## src/rtl/pm_loader.sv

```systemverilog
// Program-memory loader and run sequencer for the MIPS2 core: streams words into PM, releases
// core reset, times the run. Define PM_LOADER_CHECKSUM_EN to add a running sum of written words.
module pm_loader #(
    parameter int unsigned DATA_W     = 32,
    parameter int unsigned ADDR_W     = 32,
    parameter int unsigned DEPTH      = 32,
    parameter int unsigned ADDR_STEP  = 4,
    parameter int unsigned CYC_W      = 32,
    parameter int unsigned MAX_CYCLES = 1000
) (
    input  logic                     CLK,
    input  logic                     RESET_N,
    input  logic                     I_START,
    input  logic [$clog2(DEPTH)-1:0] I_BASE_IDX,
    input  logic [$clog2(DEPTH):0]   I_LEN,
    input  logic                     I_ABORT,
    input  logic                     I_VALID,
    input  logic [DATA_W-1:0]        I_DATA,
    output logic                     O_READY,
    output logic                     O_PM_WR,
    output logic [DATA_W-1:0]        O_PM_WR_DATA,
    output logic [ADDR_W-1:0]        O_PM_WR_ADDR,
    output logic                     O_CORE_RESET,
    input  logic                     I_FINISHED,
    output logic                     O_BUSY,
    output logic                     O_DONE,
    output logic                     O_TIMEOUT,
    output logic                     O_ERR,
    output logic [CYC_W-1:0]         O_CYCLES,
    output logic [DATA_W-1:0]        O_CHECKSUM
);

    localparam int unsigned IDX_W = $clog2(DEPTH);
    localparam logic [IDX_W+1:0] DepthW = (IDX_W + 2)'(DEPTH);
    // Wraps to all-ones when MAX_CYCLES is 0; the compare is gated off in that case.
    localparam logic [CYC_W-1:0] CycLast = CYC_W'(MAX_CYCLES - 1);

    typedef enum logic [2:0] {
        StIdle,
        StLoad,
        StRelease,
        StRun,
        StDone,
        StTimeout,
        StErr
    } state_e;

    state_e              r_state;
    state_e              w_state_next;

    logic [IDX_W-1:0]    r_idx;
    logic [IDX_W:0]      r_remaining;
    logic                r_wr;
    logic [DATA_W-1:0]   r_wr_data;
    logic [ADDR_W-1:0]   r_wr_addr;
    logic [CYC_W-1:0]    r_cycles;

    logic                w_can_start;
    logic                w_start;
    logic                w_range_err;
    logic [IDX_W+1:0]    w_end;
    logic                w_ready;
    logic                w_accept;
    logic                w_timeout;
    logic                w_count;

    // State register
    always_ff @(posedge CLK or negedge RESET_N) begin
        if (!RESET_N) begin
            r_state <= StIdle;
        end else begin
            r_state <= w_state_next;
        end
    end

    // Next state and outputs
    always_comb begin
        w_state_next = r_state;
        w_can_start  = 1'b0;
        w_start      = 1'b0;
        w_end        = {2'b00, I_BASE_IDX} + {1'b0, I_LEN};
        w_range_err  = 1'b0;
        w_ready      = 1'b0;
        w_accept     = 1'b0;
        w_timeout    = 1'b0;
        w_count      = 1'b0;

        O_READY      = 1'b0;
        O_PM_WR      = r_wr;
        O_PM_WR_DATA = r_wr_data;
        O_PM_WR_ADDR = r_wr_addr;
        O_CORE_RESET = 1'b1;
        O_BUSY       = 1'b0;
        O_DONE       = 1'b0;
        O_TIMEOUT    = 1'b0;
        O_ERR        = 1'b0;
        O_CYCLES     = r_cycles;

        w_can_start = (r_state == StIdle) || (r_state == StDone) ||
                      (r_state == StTimeout) || (r_state == StErr);
        w_start     = I_START && w_can_start && !I_ABORT;
        w_range_err = w_end > DepthW;
        w_ready     = (r_state == StLoad) && (r_remaining != '0);
        w_accept    = w_ready && I_VALID && !I_ABORT;
        w_timeout   = (MAX_CYCLES != 0) && (r_cycles == CycLast);
        w_count     = (r_state == StRun) && !I_FINISHED && !w_timeout && (r_cycles != '1);

        if (I_ABORT) begin
            w_state_next = StIdle;
        end else if (w_start) begin
            if (w_range_err) begin
                w_state_next = StErr;
            end else if (I_LEN == '0) begin
                w_state_next = StRelease;
            end else begin
                w_state_next = StLoad;
            end
        end else begin
            case (r_state)
                // remaining hits 0 in the cycle the last write is presented
                StLoad:    if (r_remaining == '0) w_state_next = StRelease;
                StRelease: w_state_next = StRun;
                StRun: begin
                    if (I_FINISHED) begin
                        w_state_next = StDone;
                    end else if (w_timeout) begin
                        w_state_next = StTimeout;
                    end
                end
                default:   w_state_next = r_state;
            endcase
        end

        O_READY      = w_ready;
        O_CORE_RESET = !((r_state == StRun) || (r_state == StDone));
        O_BUSY       = (r_state == StLoad) || (r_state == StRun);
        O_DONE       = (r_state == StDone);
        O_TIMEOUT    = (r_state == StTimeout);
        O_ERR        = (r_state == StErr);
    end

    // Load pointer, one-deep write stage and run counter
    always_ff @(posedge CLK or negedge RESET_N) begin
        if (!RESET_N) begin
            r_idx       <= '0;
            r_remaining <= '0;
            r_wr        <= 1'b0;
            r_wr_data   <= '0;
            r_wr_addr   <= '0;
            r_cycles    <= '0;
        end else begin
            r_wr <= w_accept;
            if (w_accept) begin
                r_wr_data   <= I_DATA;
                r_wr_addr   <= ADDR_W'(r_idx) * ADDR_W'(ADDR_STEP);
                r_idx       <= r_idx + 1'b1;
                r_remaining <= r_remaining - 1'b1;
            end
            if (I_ABORT) begin
                r_remaining <= '0;
                r_cycles    <= '0;
            end else if (w_start) begin
                r_idx       <= I_BASE_IDX;
                r_remaining <= w_range_err ? '0 : I_LEN;
                r_cycles    <= '0;
            end else if (w_count) begin
                r_cycles <= r_cycles + 1'b1;
            end
        end
    end

`ifdef PM_LOADER_CHECKSUM_EN
    logic [DATA_W-1:0] r_csum;

    always_ff @(posedge CLK or negedge RESET_N) begin
        if (!RESET_N) begin
            r_csum <= '0;
        end else if (I_ABORT || w_start) begin
            r_csum <= '0;
        end else if (r_wr) begin
            r_csum <= r_csum + r_wr_data;
        end
    end

    assign O_CHECKSUM = r_csum;
`else
    assign O_CHECKSUM = '0;
`endif

endmodule

```

## config.mk

```make
export PLATFORM = sky130hd
export DESIGN_NAME = pm_loader
export DESIGN_NICKNAME = d
export VERILOG_FILES = /design/src/rtl/pm_loader.sv
export SDC_FILE = /design/constraint.sdc
export NUM_CORES = 1
export LEC_CHECK = 0
export ABC_AREA = 1
export CAP_MARGIN = 25
export CORE_UTILIZATION = 39
export CTS_CLUSTER_DIAMETER = 150
export DETAILED_ROUTE_END_ITERATION = 10
export GPL_TIMING_DRIVEN = 0
export PLACE_DENSITY_LB_ADDON = 0.05
export SETUP_SLACK_MARGIN = 0.2
export SLEW_MARGIN = 20
export SYNTH_ARGS = -nofsm -noshare
export SYNTH_HDL_FRONTEND = slang
export SYNTH_SLANG_ARGS = --single-unit
```

## constraint.sdc

```tcl
create_clock -name CLK -period 1.59 [get_ports CLK]
set_input_delay 0.3975 -clock CLK [delete_from_list [all_inputs] [get_ports CLK]]
set_output_delay 0.3975 -clock CLK [all_outputs]
set_load 0.03 [all_outputs]
```

; Word-level counts from Yosys, hierarchy flattened
; Index checks and enable logic that the tools add are counted.
[totals]
regBits = 84
latch_bits = 0
ramBits = 0
mem_bits_ro = 0
in_bits = 49
out_inout_bits = 135
word_cells = 65
n_memories = 0
[classes]
addsub = 4
multipliers = 0
div = 0
magnitude_cmp = 1
n_eq_ne = 10
shifts = 0
muxes = 18
bitwise = 0
n_reduce_logical = 25
[op_table]
columns = op, n
row1 = 32-bit 2-to-1 mux, 3
row2 = "32-bit by 1-bit adder with 32-bit output, second input constant", 1
row3 = "32-bit by 10-bit equality test with 1-bit output, second input constant", 1
row4 = "32-bit != test, second input constant", 1
row5 = 6-bit 2-to-1 mux, 4
row6 = 3-bit 2-to-1 mux, 6
row7 = 5-bit 2-to-1 mux, 3
row8 = 6-bit logical NOT, 2
row9 = "3-bit equality test, second input constant", 3
row10 = 3-bit case mux with 3 select lines, 1
row11 = 1-bit logical AND, 8
row12 = 5-bit by 6-bit adder with 7-bit output, 1
row13 = "7-bit by 6-bit > comparator with 1-bit output, second input constant", 1
row14 = "3-bit by 2-bit equality test with 1-bit output, second input constant", 2
row15 = 3-bit nonzero test, 2
row16 = 6-bit nonzero test, 1
row17 = "6-bit by 1-bit subtractor with 6-bit output, second input constant", 1
row18 = "5-bit by 1-bit adder with 5-bit output, second input constant", 1
row19 = 1-bit logical OR, 5
row20 = "5-bit != test, second input constant", 1
row21 = 5-bit nonzero test, 1
row22 = 1-bit logical NOT, 4
row23 = "4-bit by 3-bit != test with 1-bit output, second input constant", 1
row24 = "3-bit by 1-bit equality test with 1-bit output, second input constant", 1
row25 = 3 further kinds, 3

; Depth between registers and ports, before layout
; Gate-level depths: netlist of the first run.
[depth]
ltp_word = 8
mapped_depth = 14
ltp_nobuf = 14

; Worst setup path before layout of the first run
; No wires, ideal clock.
[synth_timing]
path_type = register to register
start = reg r_cycles[0] (netlist: O_CYCLES[0])
end = reg r_cycles[5] (netlist: O_CYCLES[5])
setup_ns = 0.119
arrival_time_ns = 1.863
required_ns = 1.471
path_slack_ns = -0.392
stages_incl_launch_ff = 13
path_buffers = 2
synth_period_minus_slack_ns = 1.982
cell_sequence = dfrtp_1 ha_1 nand2_2 nor2_4 nand2_4 nor2_4 nand2_1 nand3_2 nand2_4 buf_6 buf_6 nand2_1 nand2_1
[synth_via]
elab_chain_len = 5
word_cells_on_any_way = 10
cone_classes = add/sub (1) / eq/ne (2) / mux (3) / reduce/logical (4)
[synth_rtl]
columns = element, line
row1 = "start, declared", 56  ; logic [CYC_W-1:0] r_cycles;
row2 = "start signal, assigned", 167  ; r_cycles <= r_cycles + 1'b1;
row3 = "parallel branches: the longest is 5 deep, another holds 32-bit by 1-bit adder with 32-bit output", n/a
; Parallel ways; which one is timed is not known. The select of a mux whose other input is x is not followed.
; A chain may end at the register's enable or synchronous reset.

; Final worst setup path of the first run
[layout_timing]
start = reg r_state[2]
end = out O_READY
[layout_via]
elab_chain_len = 2
[layout_rtl]
columns = element, line
row1 = "start, declared", 48  ; state_e r_state;
row2 = "start signal, assigned", 70  ; r_state <= StIdle;
row3 = "start signal, assigned", 72  ; r_state <= w_state_next;
row4 = 3-bit by 1-bit equality test with 1-bit output, 103  ; w_ready = (r_state == StLoad) && (r_remaining != '0);
row5 = 1-bit logical AND, 103
row6 = "end, declared", 19  ; output logic O_READY,
; Every way passes these cells.

==> results of run 1 <==
-- through the flow --
step / cells / hold slack, ns / util, % / setup TNS, ns / area [um^2]
after floorplan: 827 / 0.102 / - / -4.93 / 5750
after global placement: 1126 / 0.462 / 53.7 / -288.78 / 7200
after detailed placement: 1127 / 0.408 / 53.9 / -27.47 / 7230
after CTS: 1212 / 0.0302 / 64.1 / -7.68 / 8590
after global routing: 1248 / 0.0632 / 70.5 / -18.56 / 9450
final: 1248 / 0.0127 / 70.5 / -10.35 / 9450
-- sequential cells by signal, indices dropped and copies added (netlist names) --
register,cells
O_CYCLES,32
r_idx,5
r_state,3
O_PM_WR_DATA,32
O_PM_WR,1
r_remaining,6
O_PM_WR_ADDR,5
-- worst register-to-register path: stages (launching register included) --
cell                      delay [ns]
sky130_fd_sc_hd__dfrtp_2        0.43
sky130_fd_sc_hd__nand2_2        0.14
sky130_fd_sc_hd__nor2_2         0.18
sky130_fd_sc_hd__nand2_2        0.11
sky130_fd_sc_hd__nor2_4         0.12
sky130_fd_sc_hd__nand2_2        0.08
sky130_fd_sc_hd__nand3_4        0.09
sky130_fd_sc_hd__nand2_8        0.08
sky130_fd_sc_hd__buf_8          0.16
sky130_fd_sc_hd__buf_6          0.13
sky130_fd_sc_hd__nand3_2        0.05
sky130_fd_sc_hd__o21ai_2        0.06
-- worst min path at each step --
stage / endpoint / from / slack, ns
final: O_PM_WR_DATA[11] / RESET_N / 0.01
after CTS: O_PM_WR_DATA[13] / RESET_N / 0.03
after global placement: O_PM_WR_DATA[19] / O_PM_WR_DATA[19] / 0.46
after detailed placement: O_PM_WR_DATA[13] / RESET_N / 0.41
after floorplan: O_CYCLES[0] / RESET_N / 0.10
after global routing: O_PM_WR_DATA[11] / RESET_N / 0.06
-- logic make-up (layout without fill, tap and decap cells) --
| family | count (synthesis) | in the layout |
|---|---|---|
| adder cells (fa/ha/maj) | 10 | 10 |
| XOR/XNOR | 16 | 16 |
| AND/OR/NAND/NOR | 454 | 454 |
| flip-flops | 84 | 84 |
| other | 1 | 59 |
| buffers and inverters | 146 | 391 |
| AO/OA/AOI/OAI | 58 | 58 |
-- Yosys cell counts, types with 2 or more instances --
| cell type | instances |
|---|---|
| sky130_fd_sc_hd__o21ai_1 | 9 |
| sky130_fd_sc_hd__ha_1 | 9 |
| sky130_fd_sc_hd__buf_6 | 2 |
| sky130_fd_sc_hd__o21ai_2 | 6 |
| sky130_fd_sc_hd__buf_2 | 8 |
| sky130_fd_sc_hd__o21ai_0 | 30 |
| sky130_fd_sc_hd__a21oi_1 | 8 |
| sky130_fd_sc_hd__nand2_2 | 2 |
| sky130_fd_sc_hd__nor2_2 | 3 |
| sky130_fd_sc_hd__nand3_1 | 35 |
| sky130_fd_sc_hd__xor2_1 | 15 |
| sky130_fd_sc_hd__nor2_1 | 70 |
| sky130_fd_sc_hd__nor2_4 | 4 |
| sky130_fd_sc_hd__dfrtp_1 | 84 |
| sky130_fd_sc_hd__nand2_1 | 286 |
| sky130_fd_sc_hd__nor3_1 | 20 |
| sky130_fd_sc_hd__inv_2 | 6 |
| sky130_fd_sc_hd__or2_2 | 3 |
| sky130_fd_sc_hd__inv_1 | 58 |
| sky130_fd_sc_hd__nand4_1 | 26 |
| sky130_fd_sc_hd__a31oi_1 | 2 |
| sky130_fd_sc_hd__nand2_4 | 2 |
| sky130_fd_sc_hd__clkbuf_1 | 6 |
| sky130_fd_sc_hd__buf_4 | 63 |
| sky130_fd_sc_hd__buf_1 | 2 |
-- report_power, final --
group | total, uW | leakage [uW] | switching, uW | internal [uW]
logic | 5110 | 0.00364 | 3020 | 2080
clock network | 2070 | 0.000139 | 979 | 1090
registers | 3180 | 0.00109 | 481 | 2700
total | 10300 | 0.00487 | 4480 | 5870
-- area by class of cell --
cell class | count | area share [%]
timing repair buffer | 229 | 23.3
tap | 176 | 2.33
inverter | 65 | 2.95
clock inverter | 7 | 0.622
sequential | 84 | 22.6
buffer | 81 | 7.77
multi-input combinational | 597 | 38.1
clock buffer | 9 | 2.38
-- metal layers --
metal / vias to the layer above / track usage (%)
met2: 255 / 37.5
met5: - / 0
met4: 0 / 9.69
met3: 31 / 3.75
li1: 2930 / -
met1: 2781 / 35.6
-- placed cells by master, fill, tap and decap left out, types with 12 or more instances in the layout --
cell type,instances
sky130_fd_sc_hd__nand2_1,182
sky130_fd_sc_hd__buf_4,122
sky130_fd_sc_hd__nand2_2,71
sky130_fd_sc_hd__buf_6,69
sky130_fd_sc_hd__dfrtp_1,60
sky130_fd_sc_hd__conb_1,59
sky130_fd_sc_hd__buf_2,43
sky130_fd_sc_hd__nor2_1,38
sky130_fd_sc_hd__nand2_4,36
sky130_fd_sc_hd__clkdlybuf4s50_1,36
sky130_fd_sc_hd__inv_1,34
sky130_fd_sc_hd__o21ai_2,27
sky130_fd_sc_hd__nor2_2,26
sky130_fd_sc_hd__nand4_1,26
sky130_fd_sc_hd__nand3_1,26
sky130_fd_sc_hd__dfrtp_2,24
sky130_fd_sc_hd__inv_2,23
sky130_fd_sc_hd__clkbuf_16,15
sky130_fd_sc_hd__xor2_1,15
sky130_fd_sc_hd__nor2_4,13
sky130_fd_sc_hd__o21ai_1,12
-- timing repair --
item,CTS,global route
cloned,11,2
endpoints found under the setup margin,160,116
buffers inserted,58,34
pin swaps,43,54
gates resized for setup,671,175
==> results.md, run 1 <==
Outcome:
- The run finished, with violations left.
- The final reports fail on setup timing.

Critical path:
- Counting cells, the worst reg-to-reg path comes to 11.
- The type of element capturing the critical path is an output pin.
- Counting both buffers and inverters, the worst setup path holds a total of 2.
- The cell family contributing the most delay on the critical path is flip-flops.
- In this run the worst setup path begins at r_state[2].
- The worst setup path category is register to output pin.
- The largest driver fanout on the critical path is 7.
- The delay of the slowest cell on the worst path is 0.51 ns.
- STA puts the critical path data arrival time at approximately 1.4 ns.
- The required time of the worst setup path is 1.19 ns.
- Walking the worst path, the cells encountered are nor3_4 -> nand2_1 -> inv_2 -> buf_6.
- The slowest cell on the critical path is sky130_fd_sc_hd__dfrtp_2.
- The register-to-register setup slack is -0.17 ns.
- STA classifies the critical path startpoint as a register.
- The source of the worst register-to-register timing path is O_CYCLES[8].
- The worst reg2reg path endpoint is O_CYCLES[13].
- The critical path runs through a total of 4 cells.
- In this run the worst setup path terminates at O_READY.

Logic synthesis:
- In this run the biggest area consumer among cell types represents 38.7% of the synthesized area.
- The area fraction in compound gates after synthesis is 5.92%.
- Yosys attributes the largest share of cell area to sky130_fd_sc_hd__dfrtp_1 39%, sky130_fd_sc_hd__nand2_1 20%, sky130_fd_sc_hd__buf_4 8.7%.
- After synthesis the cells add up to 5430 um^2.
- For this run, asynchronously set or reset flops after synthesis account for 100%.
- Of the synthesized area, sequential elements account for 38.7%.
- The number of enable-type register cells in the synthesized netlist is 0.
- The most instantiated flip-flop cell in the synthesis netlist is sky130_fd_sc_hd__dfrtp_1.
- The largest area contributor in the synthesized netlist is sky130_fd_sc_hd__dfrtp_1.
- After Yosys synthesis, XOR and XNOR cells account for 2.58% of the synthesized area.
- The synthesized design contains 84 register bits.
- The number of library cell types mapped by synthesis is 35.
- The simple-gate portion of the synthesized area is a little over a third.
- The Yosys step of the flow raised 0 warnings.
- The cell count after synthesis is around 770.
- The main combinational cell family by area after synthesis is simple AND/OR/NAND/NOR gates.
- The adder-cell share of the synthesized area is under 10%.
- Measured against the total synthesized area, the mux share comes to 0%.
- The mean post-synth cell area is roughly 7 um^2.

Power and ir drop:
- For this design the static power due to leakage is roughly 0.0049 uW.
- The worst vdd rail ir drop is 0.000855 V.
- The completed layout was analyzed and its total power is ~10000 uW.
- The areal power density over the cells is 1090 nW/um^2.

Timing:
- The post-route minimum period is 1.79 ns.
- Clock skew on the completed layout was measured at a little over 0.01 ns.
- After layout, the worst setup slack is -0.195 ns.
- After layout, the worst path uses 112% of the clock period.
- The count of final max-slew check failures came to 0.
- The tightest slew margin relative to the limit is between 50% and 60%.
- Setup violations remaining at the end of the flow were counted as 90.
- Setup repair after global routing could not meet its margin everywhere.
- The worst-margin pin slew is about 0.64 ns.
- The number of failing hold endpoints at the final stage is 0.
- Derived from the worst setup path, the maximum achievable clock frequency is between 500 and 600 MHz.

Global route:
- Global routing finished with a remaining overflow of 0.
- Across every metal layer, demand over resource in global routing totals between 20% and 30%.
- The number of global-route vias before repair is roughly 5400.
- The first global-routing pass estimated ~28000 um of wire.
- The number of antenna violations at the first check in global routing was 0.
- Entering global routing, the biggest net connects 47 pins.

Routing:
- The detailed-route wire length on metal 1 is roughly 8000 um.
- The length of routed met3 wiring is between 1000 and 1500 um.
- For this run, design rule violations remaining after detail routing come to 0.
- The uppermost signal routing layer after detailed routing is met4.
- After detailed routing, the average wire length per cell comes to approximately 15 um.
- The detailed-router iteration count before antenna repair is 5.
- The detail route stage leaves a number of antenna-violating nets equal to 0.
- The routed wire length is 18200 um.
- Detailed routing inserted a total of 5997 vias.
- The via density per instance is between 4 and 5.
- Detailed routing placed a total of just over 8000 um of wire on met2.
- After the first detailed-routing iteration, the DRC count stood at approximately 400.

Floorplanning:
- The die area is about 14000 um^2.
- The floorplan core area is between 10000 and 15000 um^2.
- The site row count is 42.
- The number of I/O pins is between 150 and 200.
- The die extent in y is approximately 120 um.
- The starting utilization of the core area is between 40% and 50%.
- The overall die width is roughly 120 um.

Clocking:
- The total number of clock tree sinks is 84.
- The number of hold buffers added after CTS is 0.
- The root buffer cell chosen for the clock tree is sky130_fd_sc_hd__clkbuf_16.
- Clock tree synthesis inserted a total of 9 buffers.
- The H-tree generated during clock tree synthesis spans 3 levels.
- Clock-pin slew was measured on the worst setup and hold paths at approximately 0.070 ns.
- TritonCTS built the clock tree.
- The number of buffers between clock root and the deepest sink is 2.
- The clock insertion delay at the later pin of the skew report is ~0.36 ns.

Placement:
- The port buffer count is between 100 and 150.
- The placed wire-length estimate is between 10000 and 15000 um.
- Routability-driven placement finished with a final weighted congestion of 0.919.
- The pre-CTS worst setup slack is -0.991 ns.

Finish:
- Counting the fill cells in the layout gives approximately 1100.
- The post-route netlist has between 50% and 60% of its cells at a drive strength greater than 1.
- The signed area change from the synthesized netlist to the final layout is 74.2%.
- The number of nets in the layout is approximately 1100.
- The register area is ~2100 um^2.
- The multi-input combinational cells in the finished layout cover a total of ~3600 um^2.
- The repair_antennas step left the layout with diodes totalling 0.

Hold path:
- The type of the worst min-delay path is input port to async pin.

Run:
- The max-cap violation count is 0.
Power figures use the tool's default switching activity.
==> inputs of run 2 (changes only) <==
--- a/config.mk
+++ b/config.mk
@@ -5,7 +5,7 @@
 export SDC_FILE = /design/constraint.sdc
 export NUM_CORES = 1
 export LEC_CHECK = 0
-export ABC_AREA = 1
+export ABC_AREA = 0
 export CAP_MARGIN = 25
 export CORE_UTILIZATION = 39
 export CTS_CLUSTER_DIAMETER = 150
==> constraint.sdc (replaced) <==
create_clock -name CLK -period 1.59 [get_ports CLK]
set_input_delay 0.318 -clock CLK [delete_from_list [all_inputs] [get_ports CLK]]
set_output_delay 0.318 -clock CLK [all_outputs]
set_load 0.03 [all_outputs]
==> run 2 against run 1 <==
  * Utilization increased by 2.7 points
  * Sequential share of layout area increased by 1.6 points
  * Synthesized area decreased by 9.9%
  * Clock power decreased by 2%
  * Largest power group unchanged
  * Combinational power increased by 5.5%
  * Register-to-register slack got worse by 0.38 ns
  * The run ends with hold timing, setup timing left
  * Critical path depth increased by 3
  * Global-route usage decreased by 2.0 points
  * Wire length decreased by 16%
  * Critical endpoint is now O_CYCLES[2]
  * Hold slack got worse by 0.014 ns
  * Clock skew decreased by 0.0058 ns
  * Non-clock buffer count decreased by 13
==> results.md, run 2 <==
Outcome:
- The flow ran to the end, but the final reports show violations.
- The checks that failed: hold timing, setup timing.

Clocking:
- The root buffer cell chosen for the clock tree is sky130_fd_sc_hd__clkbuf_16.
- The post-CTS clock slew at the launch and capture registers of the worst setup and hold paths is 0.06 ns (about the same).
- The total number of clock tree sinks is 84 (unchanged).
- The number of hold buffers added after CTS was 0 (unchanged).
- The H-tree depth reported by CTS is 3 (unchanged).
- The clock insertion delay at the later pin of the skew report is 0.34 ns (-0.02 ns).
- The CTS buffer count is 9 (unchanged).
- TritonCTS built the clock tree.
- The number of buffers between clock root and the deepest sink is 2 (unchanged).

Placement:
- The pre-CTS worst setup slack is -1.22 ns (-0.231 ns).
- The placed instance count is 846 (-25%).
- The port buffer count came to 124 (+0.81%).
- The final estimated routing congestion in global placement is 0.841 (-8.4%).
- The placed wire-length estimate is 8970 um (-24%).

Critical path:
- The startpoint type of the worst setup path is a register.
- The type of element capturing the critical path is a register.
- The largest driver fanout on the critical path is 5 (-2).
- The required time of the worst setup path came to 1.82 ns (+0.63 ns).
- The worst path arrival time was 2.37 ns (+0.98 ns).
- The worst setup path category is register to register.

Hold path:
- The type of the worst min-delay path is input port to async pin.

Global route:
- The number of global-route vias before repair was 4701 (-13%).
- The remaining global-route overflow is 0 (unchanged).
- The global-route usage over all layers is 22.9% (-2.0 points).
- The maximum number of pins on one net before global-route repair came to 50 (+6.4%).
- The number of antenna violations at the first check in global routing is 0 (unchanged).
- The global-route wire length before repair is 23400 um (-16%).

Logic synthesis:
- The netlist area before placement is 4890 um^2 (-9.9%).
- The post-synthesis sequential area ratio is 43.0% (+4.3 points).
- The fraction of synthesized cell area taken by the top area cell type is 43.0% (+4.3 points).
- The cell count after synthesis is 495 (-36%).
- Among all flip-flop cells after synthesis, the most frequent one is sky130_fd_sc_hd__dfrtp_1.
- The number of register bits inferred by synthesis is 84 (unchanged).
- The number of library cell types mapped by synthesis is 58 (+66%).
- Summed over all instances, the cell type with the most area after synthesis is sky130_fd_sc_hd__dfrtp_1.
- The number of enable-type register cells in the synthesized netlist came to 0 (unchanged).
- In the post-synthesis netlist, the cell with the most instances is sky130_fd_sc_hd__dfrtp_1.
- The fraction of synthesis flops using an asynchronous set or reset pin was 100% (unchanged).
- The mean post-synth cell area is 9.88 um^2 (+40%).
- The warning count from the yosys run is 0 (unchanged).
- Ranked by instance count, the synthesized netlist is headed by 84 x sky130_fd_sc_hd__dfrtp_1, 60 x sky130_fd_sc_hd__buf_4, 49 x sky130_fd_sc_hd__nor2_1.
- Sorting the synthesized cells by area gives the leading types as sky130_fd_sc_hd__dfrtp_1 43%, sky130_fd_sc_hd__buf_4 9.2%, sky130_fd_sc_hd__mux2_2 8.5%.

Finish:
- The number of nets in the layout is 843 (-25%).
- The fraction of final layout cells sized beyond drive strength 1 was 56.7% (+5.8 points).
- The number of diodes added for antenna fixing came to 0 (unchanged).
- Leaving out fill and tap cells, the most frequent cells in the layout are 114 x sky130_fd_sc_hd__buf_4, 68 x sky130_fd_sc_hd__buf_6, 59 x sky130_fd_sc_hd__conb_1.
- The count of non-filler cells in the finished layout is 957 (-23%).
- The area used by multi-input combinational logic is 3340 um^2 (-7.3%).
- The number of fill cells in the layout is 816 (-26%).
- The most frequent standard cell in the layout excluding fill and tap cells is sky130_fd_sc_hd__buf_4.
- The register area is 2140 um^2 (+0.59%).
- The signed area change from the synthesized netlist to the final layout is 81.4%.

Routing:
- The initial DRC count is 212 (-46%).
- The detailed-router iteration count before antenna repair is 4 (-1).
- The routed wire length was 15200 um (-16%).
- The number of remaining DRC errors is 0 (unchanged).
- The via density per instance is 4.87 (+1.4%).
- The routed via count is 4664 (-22%).
- The remaining antenna violation count was 0 (unchanged).
- The wire length per cell came to 15.9 um (+9.0%).

Timing:
- The number of failing hold endpoints at the final stage is 1 (+1).
- The highest attainable clock frequency is 468 MHz (-16%).
- The setup slack after layout is -0.547 ns (-0.352 ns).
- The final worst-path cycle share came to 134% (+22 points).
- The count of final max-slew check failures came to 0 (unchanged).
- The number of endpoints failing setup at the final stage is 89 (-1.1%).
- The worst-margin pin slew is 0.634 ns (-0.00339 ns).
- Setup repair after global routing could not meet its margin everywhere.
- The worst hold slack is -0.00147 ns (-0.0142 ns).
- The post-route minimum period is 2.14 ns (+0.352 ns).
- The tightest slew margin relative to the limit is 57.7% (+0.23 points).
- The worst setup skew after layout is 0.00443 ns (-0.00579 ns).

Power and ir drop:
- The areal power density over the cells is 1190 nW/um^2 (+8.7%).
- The worst vdd rail ir drop came to 0.000843 V (-1.4%).
- The static power due to leakage is 0.00403 uW (-17%).

Floorplanning:
- The floorplan core area is 12100 um^2 (-9.6%).
- The die extent in y is 114 um (-5.0%).
- The die area is 13000 um^2 (-9.8%).
- The overall die width is 114 um (-5.0%).
- The site row count is 40 (-4.8%).
- The number of I/O pins is 184 (unchanged).
- The starting utilization of the core area is 40.4% (-0.14 points).

Run:
- The max-cap violation count is 0 (unchanged).
-- run 2: logic make-up (layout without fill, tap and decap cells) --
group	count (synthesis)	after routing	share of synthesized area (%)
other cells	1	59	0.0767
simple gates	175	175	18.4
flops	84	84	43.0
buf+inv	90	326	12.0
mux	40	40	9.14
xor+xnor	31	31	5.55
compound gates	64	64	9.16
fa+ha+maj	10	10	2.71
-- run 2: routing by layer --
| layer | track usage [%] | wire [um] |
|---|---|---|
| met1 | 29.1 | 6620 |
| met2 | 38.6 | 7270 |
| met3 | 3.88 | 917 |
| met4 | 9.35 | 383 |
| met5 | 0 | 0 |
-- run 2: final cells by class --
type / count / area share, %
multi-input cells: 379 / 37.7
flip-flops and latches: 84 / 24.2
repair buffers: 220 / 24.2
plain buffers: 77 / 7.84
clock buffers: 13 / 2.93
well taps: 168 / 2.37
inverters: 13 / 0.578
clock inverters: 3 / 0.240
-- run 2: what timing repair did --
item | CTS | global route
resized for setup | 509 | 59
gates cloned | 2 | 2
buffers inserted | 72 | 19
pin swaps | 61 | 34
setup endpoints to repair | 160 | 127
-- run 2: stage by stage --
step,area (um^2),power [uW],hold WS (ns),utilization (%),TNS (ns)
global placement,7040,7490,0.490,58.2,-304.42
detailed placement,7060,7570,0.383,58.3,-56.64
floorplan,5590,6040,0.0224,-,-31.80
CTS,8560,10200,0.0122,70.7,-28.24
global route,8870,11100,0.0448,73.2,-39.65
finish,8870,10600,-0.00147,73.2,-34.02
-- run 2: worst max-delay path: stages (launching register included) --
cell and delay [ns]:
sky130_fd_sc_hd__dfrtp_2 0.41, sky130_fd_sc_hd__nand4_1 0.14, sky130_fd_sc_hd__or4_4 0.58, sky130_fd_sc_hd__o32ai_4 0.35, sky130_fd_sc_hd__buf_6 0.20, sky130_fd_sc_hd__a21oi_4 0.07, sky130_fd_sc_hd__xnor2_2 0.20, sky130_fd_sc_hd__nor2_1 0.07
-- run 2: report_power, final --
group	internal [uW]	switching, uW
logic	2600	2800
clock network	1150	878
registers	2720	418
total	6460	4090
-- run 2: final timing paths --
| path | startpoint | endpoint | slack (ns) | cells past startpoint |
|---|---|---|---|---|
| min | RESET_N | O_PM_WR_DATA[30] | -0.001 | 1 |
| min reg2reg | O_PM_WR_DATA[2] | O_PM_WR_DATA[2] | 0.51 | 1 |
| min in group CLK | I_BASE_IDX[0] | r_idx[0] | 0.21 | 3 |
| max reg2reg | O_CYCLES[26] | O_CYCLES[2] | -0.55 | 7 |
| max in group asynchronous | RESET_N | r_state[2] | 0.94 | 2 |
| max | O_CYCLES[26] | O_CYCLES[2] | -0.55 | 7 |
==> RTL edit, RTL diff (flow settings as in run 2) <==
The parameter `DATA_W` goes from 32 to 48.
--- a/src/rtl/pm_loader.sv
+++ b/src/rtl/pm_loader.sv
@@ -3,3 +3,3 @@
 module pm_loader #(
-    parameter int unsigned DATA_W     = 32,
+    parameter int unsigned DATA_W     = 48,
     parameter int unsigned ADDR_W     = 32,
Interface: changed (resized I_DATA, O_CHECKSUM and O_PM_WR_DATA); port bits go from 184 to 232. The function was not compared with the original's and may differ.
==> RTL edit against run 2 <==
  * The flow finishes with violations (negative setup slack)
  * Clock power increased by 21%
  * Highest routed layer unchanged
  * Cell area is 17% higher
  * Wire length grew 20%
  * Die area is 15% higher
  * Area after synthesis grew 15%
  * Utilization grew 0.91 points
  * Global-route usage rose by 0.24 points
  * Sequential cell count up 16
  * Worst setup slack lost 0.098 ns
  * Total power grew 18%
  * Largest power group unchanged
  * Sequential share of layout area grew 0.29 points
==> RTL edit: results <==
{
  "rr_startpoint": "O_CYCLES[10]",
  "final_cell_count_no_fill": 1174,
  "setup_viol_count_final": 108,
  "fin_ws_ns": -0.645,
  "finalHoldViolations": 0,
  "place_hpwl_um": 11200,
  "grt_pass1_vias": 5195,
  "tightestPinTransition_ns": 0.570,
  "io_buffers": 155,
  "synth_area_leaders": "dfrtp_1, nand2_1, buf_4",
  "ir_drop_uv": 552,
  "place.gp.congestion": 0.824,
  "ys_seq_area_share_pct": 44.6,
  "hp-class": "in2reg",
  "arrival_ns": 2.45,
  "track_usage_pct": 23.1,
  "p_sw_mw": 5.09,
  "grt_first_pass_wirelength_um": 26800,
  "yosysUniqueCellTypes": 62,
  "violations": "negative setup slack",
  "grt_max_degree": 74,
  "leakagePower_nw": 5.08,
  "status": "complete, but fails checks",
  "syn_inst": 637,
  "tns_ns": -41.23,
  "synth_commonest_cells": "nand2_1, dfrtp_1, buf_4, nor2_1, xor2_1"
}
## RTL edit: cell types whose count changed after synthesis, sizes merged, moves of 6 or more
cell,delta
mux2,-37
nor2,-11
a21oi,-8
xnor2,-15
dfrtp,+16
or4,+6
nand2,+147
and3,+6
buf,+24
xor2,+15
nand3,+10
## RTL edit: final cells by class
cell class	count	area [um^2]
sequential	100	2540
clock buffer	13	260
clock inverter	3	68.8
fill	1005	3620
inverter	8	45.0
buffer	101	925
multi-input combinational	502	3510
tap	180	225
timing repair buffer	267	2800
## RTL edit: worst register-to-register path, cell delays in order (launching register included)
cell and delay, ns:
dfrtp_2 0.49, and4_1 0.27, nand2_2 0.12, or4_4 0.57, bufbuf_16 0.29, nand4b_1 0.11, xor2_1 0.18, nor2_1 0.07
## RTL edit: how the worst max path moves through the flow
stage / cells past startpoint / start / endpoint / slack [ns]
2_1_floorplan: 8 / O_CYCLES[21] / O_CYCLES[10] / -0.58
3_3_place_gp: 1 / RESET_N / O_CYCLES[23] / -4.04
3_5_place_dp: 10 / I_LEN[0] / r_remaining[5] / -1.29
4_1_cts: 8 / O_CYCLES[0] / O_CYCLES[12] / -0.55
5_1_grt: 8 / O_CYCLES[3] / O_CYCLES[12] / -0.70
6_report: 7 / O_CYCLES[10] / O_CYCLES[12] / -0.65
## RTL edit: power by group through the flow
stage | sequential, mW | clock [mW] | combinational [mW]
after floorplan | 4.94 | 0 | 1.99
after global placement | 3.77 | 0 | 5.08
after detailed placement | 3.80 | 0 | 5.15
after CTS | 3.83 | 2.48 | 5.77
after global routing | 3.96 | 2.61 | 6.59
final | 3.86 | 2.45 | 6.18
## RTL edit: timing repair
| action | CTS | global route |
|---|---|---|
| cloned | 15 | 2 |
| hold buffers | 1 | 0 |
| pin swaps | 142 | 89 |
| endpoints found under the hold margin | 27 | 0 |
| setup buffers | 59 | 34 |
| endpoints found under the setup margin | 192 | 137 |
| gates resized for setup | 563 | 183 |
## RTL edit: cells by family after synthesis
group,share of synthesized area [%]
AOI/OAI and AO/OA,5.79
xor gates and xnor gates,4.83
adders and majority gates,2.36
buffers and inverters,13.3
DFF,44.6
muxes,0.356
other,0.0668
and+or+nand+nor,28.7
## RTL edit: stage by stage
stage / power (mW) / cell area, um^2
after floorplan: 6.92 / 6160
after global placement: 8.85 / 7940
after detailed placement: 8.95 / 7970
after CTS: 12.1 / 9630
after global routing: 13.2 / 10400
final: 12.5 / 10400
## RTL edit: per-layer routing
layer	up-vias	GRT usage (%)	wire length, um
met5	-	0	0
met4	0	8.80	391
met3	30	4.73	1310
met2	202	39.4	9360
met1	2706	28.6	7100
li1	2701	-	-
